===== config.mk =====
export PLATFORM = sky130hd
export DESIGN_NAME = mem_access_unit_flat
export DESIGN_NICKNAME = d
export VERILOG_FILES = /design/src/rtl/mem_access_unit_if.sv /design/src/rtl/mem_access_unit.sv /design/src/flat_wrapper.sv
export SDC_FILE = /design/constraint.sdc
export NUM_CORES = 1
export LEC_CHECK = 0
export CELL_PAD_IN_SITES_DETAIL_PLACEMENT = 1
export CELL_PAD_IN_SITES_GLOBAL_PLACEMENT = 1
export CORE_MARGIN = 2
export CORE_UTILIZATION = 28
export CTS_BUF_LIST = sky130_fd_sc_hd__clkbuf_16
export CTS_CLUSTER_DIAMETER = 200
export CTS_CLUSTER_SIZE = 25
export DETAILED_ROUTE_END_ITERATION = 10
export GPL_ROUTABILITY_DRIVEN = 0
export HOLD_SLACK_MARGIN = 0.02
export MAX_ROUTING_LAYER = met4
export PLACE_DENSITY = 0.76
export SLEW_MARGIN = 20
export SYNTH_ARGS = -nofsm -noshare
export SYNTH_HDL_FRONTEND = slang
export SYNTH_SLANG_ARGS = --single-unit

===== constraint.sdc =====
create_clock -name clk -period 1.4 [get_ports clk]
set_input_delay 0.28 -clock clk [delete_from_list [all_inputs] [get_ports clk]]
set_output_delay 0.28 -clock clk [all_outputs]
set_load 0.02 [all_outputs]

===== src/rtl/mem_access_unit_if.sv =====
// rtl/mem_access_unit_if.sv - word request/response and byte-memory signal bundle
interface mem_access_unit_if #(
  parameter int MEM_AW = 14
);
  logic              req_valid;
  logic              req_write;
  logic [15:0]       req_addr;
  logic [15:0]       req_wdata;
  logic              req_ready;
  logic              resp_valid;
  logic [15:0]       resp_rdata;
  logic              resp_err;
  logic [MEM_AW-1:0] mem_addr;
  logic [7:0]        mem_wdata;
  logic              mem_we;
  logic [7:0]        mem_rdata;

  modport master (
    output req_valid, req_write, req_addr, req_wdata,
    input  req_ready, resp_valid, resp_rdata, resp_err
  );

  modport slave (
    input  req_valid, req_write, req_addr, req_wdata, mem_rdata,
    output req_ready, resp_valid, resp_rdata, resp_err,
    output mem_addr, mem_wdata, mem_we
  );

  modport mem (
    input  mem_addr, mem_wdata, mem_we,
    output mem_rdata
  );
endinterface


===== src/rtl/mem_access_unit.sv =====
// rtl/mem_access_unit.sv - 16-bit word requests to little-endian 8-bit sync-read memory
module mem_access_unit #(
  parameter int MEM_AW     = 14,
  parameter int WORD_LIMIT = 8192
) (
  input  logic             clk,
  input  logic             reset,
  mem_access_unit_if.slave bus
);

  localparam logic [2:0] IDLE    = 3'd0;
  localparam logic [2:0] RD_LO   = 3'd1;
  localparam logic [2:0] RD_HI   = 3'd2;
  localparam logic [2:0] RD_WAIT = 3'd3;
  localparam logic [2:0] WR_LO   = 3'd4;
  localparam logic [2:0] WR_HI   = 3'd5;
  localparam logic [2:0] DONE    = 3'd6;

  logic [2:0] state;
  logic [7:0] wdata_hi;
  logic       addr_err;

  assign addr_err = {16'd0, bus.req_addr} >= 32'(WORD_LIMIT);

  // Outputs are registered against the state being entered, so each state's
  // memory drive is already present during that state's cycle.
  always_ff @(posedge clk) begin
    if (reset) begin
      state          <= IDLE;
      wdata_hi       <= 8'd0;
      bus.req_ready  <= 1'b1;
      bus.resp_valid <= 1'b0;
      bus.resp_err   <= 1'b0;
      bus.resp_rdata <= 16'd0;
      bus.mem_we     <= 1'b0;
      bus.mem_addr   <= '0;
      bus.mem_wdata  <= 8'd0;
    end else begin
      case (state)
        IDLE: begin
          if (bus.req_valid) begin
            bus.req_ready <= 1'b0;
            if (addr_err) begin
              state          <= DONE;
              bus.resp_valid <= 1'b1;
              bus.resp_err   <= 1'b1;
              bus.resp_rdata <= 16'd0;
            end else if (bus.req_write) begin
              state         <= WR_LO;
              wdata_hi      <= bus.req_wdata[15:8];
              bus.mem_addr  <= {bus.req_addr[MEM_AW-2:0], 1'b0};
              bus.mem_wdata <= bus.req_wdata[7:0];
              bus.mem_we    <= 1'b1;
            end else begin
              state        <= RD_LO;
              bus.mem_addr <= {bus.req_addr[MEM_AW-2:0], 1'b0};
            end
          end
        end
        RD_LO: begin
          state        <= RD_HI;
          bus.mem_addr <= {bus.mem_addr[MEM_AW-1:1], 1'b1};
        end
        RD_HI: begin
          // Low byte returns one edge after its address was presented.
          state                <= RD_WAIT;
          bus.resp_rdata[7:0]  <= bus.mem_rdata;
        end
        RD_WAIT: begin
          state                <= DONE;
          bus.resp_rdata[15:8] <= bus.mem_rdata;
          bus.resp_valid       <= 1'b1;
        end
        WR_LO: begin
          state         <= WR_HI;
          bus.mem_addr  <= {bus.mem_addr[MEM_AW-1:1], 1'b1};
          bus.mem_wdata <= wdata_hi;
        end
        WR_HI: begin
          state          <= DONE;
          bus.mem_we     <= 1'b0;
          bus.resp_valid <= 1'b1;
        end
        DONE: begin
          state          <= IDLE;
          bus.resp_valid <= 1'b0;
          bus.resp_err   <= 1'b0;
          bus.req_ready  <= 1'b1;
        end
        default: begin
          state          <= IDLE;
          bus.mem_we     <= 1'b0;
          bus.resp_valid <= 1'b0;
          bus.resp_err   <= 1'b0;
          bus.req_ready  <= 1'b1;
        end
      endcase
    end
  end

endmodule

===== src/flat_wrapper.sv =====
// flat-port wrapper written by rule: the top's interface ports become plain ports
module mem_access_unit_flat 
#(
  parameter int MEM_AW     = 14,
  parameter int WORD_LIMIT = 8192
)
  (clk, reset, bus_req_valid, bus_req_write, bus_req_addr, bus_req_wdata, bus_mem_rdata, bus_req_ready, bus_resp_valid, bus_resp_rdata, bus_resp_err, bus_mem_addr, bus_mem_wdata, bus_mem_we);
  mem_access_unit_if #(.MEM_AW(MEM_AW)) bus_i ();
  input  logic clk;
  input  logic reset;
  input wire logic [$bits(bus_i.req_valid)-1:0] bus_req_valid;
  input wire logic [$bits(bus_i.req_write)-1:0] bus_req_write;
  input wire logic [$bits(bus_i.req_addr)-1:0] bus_req_addr;
  input wire logic [$bits(bus_i.req_wdata)-1:0] bus_req_wdata;
  input wire logic [$bits(bus_i.mem_rdata)-1:0] bus_mem_rdata;
  output wire logic [$bits(bus_i.req_ready)-1:0] bus_req_ready;
  output wire logic [$bits(bus_i.resp_valid)-1:0] bus_resp_valid;
  output wire logic [$bits(bus_i.resp_rdata)-1:0] bus_resp_rdata;
  output wire logic [$bits(bus_i.resp_err)-1:0] bus_resp_err;
  output wire logic [$bits(bus_i.mem_addr)-1:0] bus_mem_addr;
  output wire logic [$bits(bus_i.mem_wdata)-1:0] bus_mem_wdata;
  output wire logic [$bits(bus_i.mem_we)-1:0] bus_mem_we;
  assign bus_i.req_valid = bus_req_valid;
  assign bus_i.req_write = bus_req_write;
  assign bus_i.req_addr = bus_req_addr;
  assign bus_i.req_wdata = bus_req_wdata;
  assign bus_i.mem_rdata = bus_mem_rdata;
  assign bus_req_ready = bus_i.req_ready;
  assign bus_resp_valid = bus_i.resp_valid;
  assign bus_resp_rdata = bus_i.resp_rdata;
  assign bus_resp_err = bus_i.resp_err;
  assign bus_mem_addr = bus_i.mem_addr;
  assign bus_mem_wdata = bus_i.mem_wdata;
  assign bus_mem_we = bus_i.mem_we;
  mem_access_unit #(.MEM_AW(MEM_AW), .WORD_LIMIT(WORD_LIMIT)) u_core (.clk(clk), .reset(reset), .bus(bus_i));
endmodule

Yosys cells after proc, flatten, opt, wreduce, memory -nomap -nowiden
Index checks and enable logic that the tools add are counted.
- memories: 0
- RAM bits: 0
- flip-flop bits (word level): 53
- memory bits (read-only): 0
- output and inout bits: 42
- bits in latches: 0
- input port bits: 44
- logic and storage cells: 72
- shift operators: 0
- mux-type cells: 25
- $mul: 0
- bitwise gates (word level): 5
- order comparisons: 1
- equal/unequal tests: 10
- add/subtract/negate cells: 0
- div/mod/pow operators: 0
- reductions and logical operators: 20
- operators with widths (kind ; count):
    8-bit one-hot mux with 2 select lines ; 3
    16-bit 2-to-1 mux ; 2
    14-bit 2-to-1 mux ; 2
    14-bit one-hot mux with 2 select lines ; 1
    8-bit 2-to-1 mux ; 3
    16-bit by 14-bit greater-or-equal comparator with 1-bit output, second input constant ; 1
    4-bit AND reduction ; 4
    3-bit one-hot mux with 5 select lines ; 1
    3-bit AND reduction ; 5
    5-bit OR reduction ; 2
    3-bit equality test, second input constant ; 3
    3-bit 2-to-1 mux ; 3
    2-bit nonzero test ; 4
    3-bit by 2-bit equality test with 1-bit output, second input constant ; 2
    1-bit 2-to-1 mux ; 6
    2-bit != test, second input constant ; 3
    1-bit one-hot mux with 2 select lines ; 3
    1-bit inverter ; 5
    2-bit OR reduction ; 2
    3-bit by 1-bit equality test with 1-bit output, second input constant ; 1
    3-bit logical NOT ; 1
    1-bit one-hot mux with 3 select lines ; 1
    3-bit OR reduction ; 1
    2-bit by 1-bit != test with 1-bit output, second input constant ; 1
    2-bit AND reduction ; 1

Longest topological paths before layout
- word-level depth: 4
- depth in mapped cells: 6
- mapped depth without buffers: 3

Worst setup path after synthesis
No wires, ideal clock.
- path type: reg2reg
- start: reg u_core.state[2]
- end: reg u_core.bus.mem_wdata[4]
- library setup time: 0.121 ns
- path slack: -0.062 ns
- clock period less this slack: 1.462 ns
- data arrival time: 1.341 ns
- cell stages (with the launch flop): 5
- buffers on the path: 1
- required time: 1.279 ns
- cell sequence: dfxtp_1 > buf_2 > nor3b_2 > a31o_2 > mux2_2
- cells in the longest elaborated chain, start to end: 3
- elaborated cells between the ends (all ways): 8
- those cells by class: eq/ne: 4; mux: 1; reduce/logical: 3
- RTL lines (what ; line ; source):
    start: declaration ; mem_access_unit.sv:19 ; logic [2:0] state;
    start signal: assignment ; mem_access_unit.sv:29 ; state <= IDLE;
    start signal: assignment ; mem_access_unit.sv:44 ; state <= DONE;
    start signal: assignment ; mem_access_unit.sv:49 ; state <= WR_LO;
    3-bit equality test or 3-bit logical NOT (tied branches) ; mem_access_unit.sv:39 ; case (state)
    2-bit nonzero test (no line) or 2-bit != test (tied branches) ; -- ;
    4-bit AND reduction (no line) ; -- ;
    end signal: assignment ; mem_access_unit.sv:52 ; bus.mem_wdata <= bus.req_wdata[7:0];
    end signal: assignment ; mem_access_unit.sv:77 ; bus.mem_wdata <= wdata_hi;
    end: declaration ; mem_access_unit_if.sv:26 ; output mem_addr, mem_wdata, mem_we
Parallel ways exist; a longest one is shown, timed or not.
A chain may end at the register's enable or synchronous reset.

Worst setup path after layout
- start: in bus_req_valid
- end: reg u_core.bus.mem_wdata[5]
- cells in the longest elaborated chain, start to end: 2
- RTL lines (what ; line ; source):
    start: declaration ; flat_wrapper.sv:11 ; input wire logic [$bits(bus_i.req_valid)-1:0] bus_req_valid;
    2-bit != test (no line) ; -- ;
    4-bit AND reduction (no line) ; -- ;
Every way passes these cells.

==> metrics.md <==
| Metric | Value |
|---|---|
| P per Cell Area | 1089 nW/um^2 |
| Crit-path max FO | 7 |
| Mux contribution to synthesized area | 0.9605% |
| Simple-Gate Fraction of Synth Area | 18.02% |
| Vias in the first global route | 2405 |
| First-pass GRT wire length | 11650 um |
| Max Cap Viol | 0 |
| Clk buf depth | 2 |
| Tightest Pin Transition | 0.3721 ns |
| Final critical-path share of the clock period | 97.74% |
| Filler cell count | 907 |
| Layout cell share with drive strength beyond 1 | 20.61% |
| Post-Synthesis Cells | 253 |
| Max Clock Skew | 0.005718 ns |
| Worst slew margin | 75.12% |
| HP Class | register to register |
| Leakage power | 0.001418 uW |
| DRC Markers | 0 |
| GR Layer Usage met1 | 20.57% |
| Total net switching power | 1143 uW |
| Synth area leaders | dfxtp_1 48%, a21oi_1 11%, o31ai_1 5.8%, nand2_1 4.4%, nand3_1 3.2% |
| Vias per cell | 5.080 |
| CTS H-tree depth | 2 |
| Vias | 2342 |
| Layout Utilization | 46.01% |
| Startpoint Class | primary input |
| VDD IR-drop max | 0.5259 mV |
| Slowest CP cell | clkdlybuf4s15_1 |
| Core area | 7687 um^2 |
| Largest stage delay on the critical path | 0.28 ns |
| # clock sinks | 53 |
| Clock Power Share | 31.1% |
| Share of power burned in combinational logic | 25.7% |
| Final hold violations | 0 |
| Complex-gate fraction of the synthesized area | 26.95% |
| FF+latch count, synth | 53 |
| Drt pass-1 iters | 4 |
| CP required | 1.58 ns |
| Synth top area share | 47.91% |
| Crit-path cells | clkdlybuf4s15_1 > nor4b_4 > buf_4 > a31o_2 > buf_6 > o221a_2 |
| Global routing's busiest layer | met2 |
| Slew Limit Fails | 0 |
| Area grow syn2layout | 59.72% |
| Share of power burned in registers | 43.2% |
| XOR/XNOR share of the synthesized area | 0% |
| Synth Warn # | 0 |
| Setup Viol. Count Final | 0 |
| WL final | 7505 um |
| All-layer global routing usage | 17.53% |
| Clock root cell | clkbuf_16 |
| CTS buffer count | 5 |
| DRT antenna net count | 0 |
| CTS tree | done |
| Maximum clock frequency | 730.8 MHz |
| Sequential fraction of the synthesis area | 47.91% |
| Status | completed |
| Sw Ratio | 29.66% |
| Post-Syn Nets | 297 |
| Synth unique cells | 37 |
| Largest family of logic cells by synthesized area | compound AO/OA/AOI/OAI gates |
| Nets | 402 |
| Kind of end point of the critical path | register |
| Initial Utilization | 28.81% |
| Reg clk slew, reported paths | 0.07 ns |
| Met3 usage | 3.987% |
| Ports | 86 |
| Detailed Route Iter0 Violations | 63 |
| Post-Syn Area | 2215 um^2 |
| FP Rows | 32 |
| ANT cells | 0 |
| Adder-cell share of the synthesized area | 0% |
| Final HPWL DP | 5212 um |
| Routed WL per cell | 16.28 um |
| Die Wd | 92.94 um |
| Met2 Usage GRT | 30.56% |
| Pint | 2710 uW |
| Register area | 1065 um^2 |
| Setup TNS | 0 ns |
| Final min period | 1.368 ns |
| Largest net degree at the start of global routing | 23 |
| Most area-hungry cell type in the Yosys netlist | dfxtp_1 |
| Critical Setup Path Class | primary input to register |
| Remaining global-route overflow | 0 |
| Synth Area per Inst | 8.753 um^2 |
| Critical path arrival | 1.55 ns |
| Antenna violations before repair | 0 |
| Die height | 92.94 um |
| Area of the multi-input gates | 1110 um^2 |
| Port bufs | 85 |
| RSZ-0062 raised after global routing | yes |
| Die area | 8637 um^2 |
| Worst skew pair latency | 0.29 ns |
==> critical path: cells and delay by family <==
kind                   cells  cell delay (ns)
and+or+nand+nor            1             0.18
AOI/OAI and AO/OA          2             0.50
buffers and inverters      3             0.58
==> per-layer routing <==
| metal | routed length [um] | up-vias |
|---|---|---|
| li1 | - | 1140 |
| met1 | 3237 | 1133 |
| met2 | 3826 | 65 |
| met3 | 395 | 4 |
| met4 | 46 | 0 |
| met5 | 0 | - |
==> cell type report <==
class / instances / area share, %
multi-input cells: 170 / 31.38
inverters: 10 / 1.167
well taps: 102 / 3.608
repair buffers: 118 / 29.71
flip-flops and latches: 53 / 30.10
clock buffers: 5 / 3.537
clock inverters: 3 / 0.4952
==> per-stage QoR <==
stage | setup slack (ns) | hold slack [ns] | std cells | power, uW | instance area [um^2]
CTS | 0.008680 | 0.4573 | 459 | 3859 | 3486
detailed placement | -0.5883 | 0.4503 | 449 | 2673 | 3333
finish | 0.03167 | 0.4547 | 461 | 3853 | 3537
floorplan | -0.04314 | 0.4160 | 253 | 2183 | 2235
global placement | -0.5648 | 0.4434 | 449 | 2648 | 3333
global route | -0.05015 | 0.4716 | 461 | 4044 | 3537
==> registers in the layout, summed over array words and instances (netlist names) <==
signal / cells
u_core.bus.mem_addr: 14
u_core.bus.mem_wdata: 8
u_core.bus.mem_we: 1
u_core.bus.req_ready: 1
u_core.bus.resp_err: 1
u_core.bus.resp_rdata: 16
u_core.bus.resp_valid: 1
u_core.state: 3
u_core.wdata_hi: 8
==> layout by cell type, fill, tap and decap left out, drive strengths merged, types with 3 or more instances in the layout <==
cell / instances
a211oi: 3
a21oi: 49
buf: 36
clkbuf: 5
clkdlybuf4s50: 39
clkinv: 3
dfxtp: 53
dlygate4sd2: 42
inv: 9
nand2: 26
nand3: 14
nand4: 8
nor2: 5
o21ai: 14
o221a: 7
o31ai: 17
or4b: 3
==> synthesized netlist by cell type (all sizes together) <==
master and n:
a221oi 2, o21bai 1, a31oi 1, nor4 1
nor4b 2, or2 2, or4b 1, nand3b 2
nand4 8, and3b 1, a21oi 49, mux2 1
o31ai 17, buf 8, o21ai 14, nor3b 2
or4 1, mux2i 1, clkbuf 14, nand2b 2
a311oi 1, a211oi 3, a31o 1, dfxtp 53
or3 1, o221a 7, nand3 14, nand2 26
inv 9, nor2 5, clkinv 1, nor2b 1
nor3 1
==> worst paths after layout <==
kind,cells after the start,endpoint,start,slack (ns)
hold / removal,2,u_core.bus.resp_rdata[10],u_core.bus.resp_rdata[10],0.45
setup / recovery,6,u_core.bus.mem_wdata[5],bus_req_valid,0.03
hold reg to reg,2,u_core.bus.resp_rdata[10],u_core.bus.resp_rdata[10],0.45
setup reg to reg,4,u_core.bus.resp_rdata[6],u_core.state[2],0.03
==> power groups by stage <==
stage          Sequential (uW)  Combinational (uW)  Clock (uW)
5_1_grt                   1680                1060        1310
3_3_place_gp              1690                 957           0
4_1_cts                   1660                 963        1230
2_1_floorplan             1770                 412           0
3_5_place_dp              1700                 978           0
6_report                  1660                 991        1200
==> repair_timing <==
action,4_1_cts,5_1_grt
cloned,2,1
pin swaps,4,2
endpoints found under the setup margin,91,28
hold buffers,0,0
resized for setup,64,18
hold endpoints to repair,0,0
setup buffers,0,1
==> cell families after synthesis <==
| kind of cell | Yosys count |
|---|---|
| AOI/OAI and AO/OA | 96 |
| and+or+nand+nor | 70 |
| DFF | 53 |
| buffers and inverters | 32 |
| muxes | 2 |
Power figures use the tool's default switching activity.
